[src/rtl/uart_csr_arbiter.sv]
// uart_csr_arbiter: shares the UART CSR port (write port + registered read
// port) between port 0 (host bus) and port 1 (debug/config loader).
// Round-robin by default; define UART_CSR_ARB_FIXED_PRIO_EN for fixed
// priority with port 0 always winning a tie.
// Reads take two cycles (issue + RD_WAIT), so each accepted read produces
// exactly one csr_ren pulse, which keeps read-to-clear status bits safe.
module uart_csr_arbiter #(
  parameter int ADDR_W = 8,
  parameter int DATA_W = 32
) (
  input  logic              clk,
  input  logic              rst_n,
  input  logic              req0_valid,
  input  logic              req0_write,
  input  logic [ADDR_W-1:0] req0_addr,
  input  logic [DATA_W-1:0] req0_wdata,
  output logic              req0_ready,
  output logic              resp0_valid,
  output logic [DATA_W-1:0] resp0_rdata,
  input  logic              req1_valid,
  input  logic              req1_write,
  input  logic [ADDR_W-1:0] req1_addr,
  input  logic [DATA_W-1:0] req1_wdata,
  output logic              req1_ready,
  output logic              resp1_valid,
  output logic [DATA_W-1:0] resp1_rdata,
  output logic              csr_wen,
  output logic [ADDR_W-1:0] csr_wr_addr,
  output logic [DATA_W-1:0] csr_wr_data,
  output logic              csr_ren,
  output logic [ADDR_W-1:0] csr_rd_addr,
  input  logic [DATA_W-1:0] csr_rd_data,
  output logic              busy
);

  localparam logic [0:0] IDLE    = 1'b0;
  localparam logic [0:0] RD_WAIT = 1'b1;

  logic [0:0]        state;
  logic [0:0]        state_nxt;
  logic              owner;      // port that issued the read in flight
  logic              gnt0;
  logic              gnt1;
  logic              can_grant;
  logic              accept;
  logic              sel_write;
  logic [ADDR_W-1:0] sel_addr;
  logic [DATA_W-1:0] sel_wdata;

  // Grants are only offered in IDLE and never while reset is held, so every
  // output is 0 during reset even if requesters keep valid high.
  assign can_grant = rst_n && (state == IDLE);

`ifdef UART_CSR_ARB_FIXED_PRIO_EN
  // Fixed priority: port 0 wins any tie.
  always_comb begin
    gnt0 = req0_valid;
    gnt1 = req1_valid && !req0_valid;
  end
`else
  logic last_grant;

  // Round-robin: a lone requester wins; on a tie the port that did not win
  // last time gets it.
  always_comb begin
    gnt0 = req0_valid && (!req1_valid || last_grant);
    gnt1 = req1_valid && (!req0_valid || !last_grant);
  end

  // Remember the most recent winner; reset value 1 lets port 0 take the
  // first tie.
  always_ff @(posedge clk or negedge rst_n) begin
    if (!rst_n)
      last_grant <= 1'b1;
    else if (can_grant && (gnt0 || gnt1))
      last_grant <= gnt1;
  end
`endif

  assign accept     = can_grant && (gnt0 || gnt1);
  assign req0_ready = can_grant && gnt0;
  assign req1_ready = can_grant && gnt1;

  // Mux the winning request onto a single set of CSR fields.
  always_comb begin
    sel_write = req0_write;
    sel_addr  = req0_addr;
    sel_wdata = req0_wdata;
    if (gnt1) begin
      sel_write = req1_write;
      sel_addr  = req1_addr;
      sel_wdata = req1_wdata;
    end
  end

  // CSR strobes fire only in the accept cycle; address/data are zeroed
  // whenever the matching strobe is low.
  always_comb begin
    csr_wen     = accept && sel_write;
    csr_ren     = accept && !sel_write;
    csr_wr_addr = csr_wen ? sel_addr  : '0;
    csr_wr_data = csr_wen ? sel_wdata : '0;
    csr_rd_addr = csr_ren ? sel_addr  : '0;
  end

  // Next state: an accepted read parks one cycle in RD_WAIT for the
  // registered read data; RD_WAIT always returns to IDLE.
  always_comb begin
    state_nxt = IDLE;
    if (state == IDLE && csr_ren)
      state_nxt = RD_WAIT;
  end

  // State register; reset drops any read in flight.
  always_ff @(posedge clk or negedge rst_n) begin
    if (!rst_n)
      state <= IDLE;
    else
      state <= state_nxt;
  end

  // Owner of the read in flight, captured on the read accept.
  always_ff @(posedge clk or negedge rst_n) begin
    if (!rst_n)
      owner <= 1'b0;
    else if (csr_ren)
      owner <= gnt1;
  end

  // Route the registered read data to the owner only; rdata is 0 whenever
  // the matching valid is low.
  always_comb begin
    busy        = (state == RD_WAIT);
    resp0_valid = busy && !owner;
    resp1_valid = busy && owner;
    resp0_rdata = resp0_valid ? csr_rd_data : '0;
    resp1_rdata = resp1_valid ? csr_rd_data : '0;
  end

endmodule
[config.mk]
export PLATFORM = sky130hd
export DESIGN_NAME = uart_csr_arbiter
export DESIGN_NICKNAME = d
export VERILOG_FILES = /design/src/rtl/uart_csr_arbiter.sv
export SDC_FILE = /design/constraint.sdc
export NUM_CORES = 1
export LEC_CHECK = 0
export ABC_AREA = 1
export BUFFER_PORTS_ARGS = -buffer_cell sky130_fd_sc_hd__clkbuf_2
export CORE_AREA = 5 5 89 91
export CTS_BUF_LIST = sky130_fd_sc_hd__clkbuf_2 sky130_fd_sc_hd__clkbuf_4 sky130_fd_sc_hd__clkbuf_8
export DETAILED_ROUTE_END_ITERATION = 6
export DIE_AREA = 0 0 94 96
export GPL_TIMING_DRIVEN = 0
export PLACE_DENSITY_LB_ADDON = 0.12
export REMOVE_ABC_BUFFERS = 1
export SLEW_MARGIN = 40
export SYNTH_ARGS = -nofsm -noshare
export SYNTH_HDL_FRONTEND = slang
export SYNTH_SLANG_ARGS = --single-unit
[constraint.sdc]
create_clock -name clk -period 1.7 [get_ports clk]
set_input_delay 0 -clock clk [delete_from_list [all_inputs] [get_ports clk]]
set_output_delay 0 -clock clk [all_outputs]
set_load 0.01 [all_outputs]
==> impl_metrics.tcl <==
set metrics [dict create \
    io-pin-count 237 \
    gp_congestion 0.7358 \
    finClkSkew_ps 2.365 \
    worst_pin_slew_ps 615.4 \
    crit_slowest_cell "dfstp_2" \
    die_x_um 94 \
    synthArstFlopShare 1.000 \
    final_cells 687 \
    vdd_drop_max_mv 0.2114 \
    status "finished with violations" \
    syn-cell-area_sq_mm 0.001529 \
    port_buffers 236 \
    final_area_sq_mm 0.003137 \
    critPathMostFrequentCell "nand2_8" \
    antenna_found_initial 0 \
    critPathBufInv 1 \
    hold_viol 0 \
    slew_headroom 0.5898 \
    route.detailed.drc 0 \
    cap_violations 0 \
    cts.sinks 3 \
    p_leak_uw 0.002261 \
    cts_inserted_buffers 3 \
    pwr_density_cell_mw_per_mm2 493.2 \
    slowest_delay_ps 400 \
    seqCellArea_sq_um 76.32 \
    core.rowCount 31 \
    dp.cells 664 \
    synth_edf_count 0 \
    place_area_sq_mm 0.002690 \
    hp-class "in -> reg" \
    yosysMostFrequentCell "nor2_1" \
    synth_commonest_cells "114 x nor2_1, 84 x inv_1, 80 x nand2_1" \
    synth_ff_type "dfrtp_1" \
    root_buffer "clkbuf_8" \
    rrSetupSlack_ps 210 \
    min_period_ps 1701 \
    initial_core_util 0.2166 \
    hpwl_um 6450 \
    clk_path_buf_depth 2 \
    setup_ws_ps -1.356 \
    coreArea_sq_mm 0.007059 \
    multi_input_area_sq_mm 0.001266 \
    grt_max_degree 39 \
    h-tree-depth 1 \
    ys_seq_area_frac 0.04992 \
    fp.dieH_um 96 \
    dieArea_sq_mm 0.009024 \
    violations "setup timing" \
    rsz0062_at_grt "yes" \
    layout.nets 707 \
    layout-drive-gt1-share 0.4813 \
    critPathCaptureType "output port" \
    synth.distinct_cells 16 \
    initialDrtViolationCount 55 \
    cts_tree "yes" \
    vias 2898 \
    critPathTopFamily "simple AND/OR/NAND/NOR gates" \
    reg2reg_from "last_grant" \
    yosysWarnings 0 \
    fmax_mhz 587.8 \
    clk_pin_slew_ps 30 \
    period_share 1.001 \
    cp_cell_sequence "nand2_8, nand4_1, nand2_8, nand3_4, nor2_2, clkbuf_2" \
    fillers 819 \
    crit_path_start_kind "flip-flop" \
    ant_nets 0 \
    path_max_fanout 7 \
    holdWs_ps 89.69 \
    maxSlewViolCount 0 \
    diodes 0 \
    wire_per_inst_um 13.78 \
    crit_type "reg -> out" \
    grt_pass1_vias 2673 \
    ys_seq_elements 3 \
    crit_required_ps 1700 \
    synth_area_leader_cell "nor2_1" \
    clock_latency_ps 220 \
    area_growth_pct 105.2 \
    synth_top_area_share 0.2799 \
    grt_overflow_total 0 \
    syn_area_per_cell_sq_um 4.344 \
    wl_um 9465 \
    hp-start "req1_write" \
    synth_area_leaders "nor2_1 28%, inv_1 21%, nand2_1 20%" \
    grt_pass1_wl_um 13120 \
    syn-instance-count 352 \
    cp.arrival_ps 1700 \
    grtUsageTotal 0.1841 \
    avgViaCountPerCell 4.218 \
    worstSetupStartpoint "last_grant" \
    drt_pre_antenna_iters 4 \
    setup_viol 2 \
]
metrics by stage:
step	util	setup TNS (ps)	total power, uW	setup WS [ps]
2_1_floorplan	-	-15590	602.2	-356.5
3_3_place_gp	0.3800	-58850	1033	-1229
4_1_cts	0.4257	-86.22	1474	-18.03
3_5_place_dp	0.3811	-42170	1041	-925.5
6_report	0.4443	-2.658	1547	-1.356
5_1_grt	0.4443	-3268	1690	-113.5
path summary, 6_finish.rpt:
kind                                        to  cells past startpoint
worst max-delay path            csr_wr_data[5]                      6
worst min-delay path                     owner                      4
worst max register to register           owner                      6
worst min register to register           owner                      2
max in group asynchronous           last_grant                      2
min in group asynchronous                 busy                      2
logic make-up after synthesis:
kind of cell | after synthesis | share of synthesized area
flip-flops | 3 | 0.04992
AO/OA/AOI/OAI | 9 | 0.02946
AND/OR/NAND/NOR | 233 | 0.6154
buffers and inverters | 107 | 0.3052
state kept, by name (all words and copies together), names as in the netlist:
name        flops
busy            1
last_grant      1
owner           1
per-layer routing:
layer | vias to the layer above | track usage | wire, um
met4 | 0 | 0.03249 | 63
met2 | 157 | 0.3601 | 4916
met1 | 1238 | 0.1946 | 3438
met3 | 7 | 0.05629 | 1046
li1 | 1496 | - | -
met5 | - | 0 | 0
cells in the final DEF, fill, tap and decap left out, drive strengths merged:
master and count:
nand2 87, dlygate4sd3 1, nand4 1, buf 15, dfrtp 2, dfstp 1, nand3 40, clkbuf 234
inv 84, o21ai 9, nor2 114
layout make-up:
type,instances,share of cell area
clock buffer,4,0.01556
inverter,84,0.1005
multi-input combinational,251,0.4037
sequential,3,0.02433
tap,99,0.03949
timing repair buffer,246,0.4164
worst min-delay path, delay by kind of cell:
kind | cells | cell delay [ps]
and+or+nand+nor | 2 | 130
buffers and inverters | 2 | 130
report_power, final:
part	switching (uW)	internal, uW
Sequential	26.2	94.8
Clock	50.3	176
Combinational	734	466
Total	811	736
what timing repair did:
| action | CTS | global route |
|---|---|---|
| gates cloned | 7 | 2 |
| gates resized for setup | 26 | 25 |
| setup endpoints to repair | 53 | 50 |
| endpoints found under the hold margin | 3 | 0 |
| hold buffers | 1 | 0 |
| pin swaps | 10 | 5 |
| setup buffers | 7 | 2 |
Power figures use the tool's default switching activity.
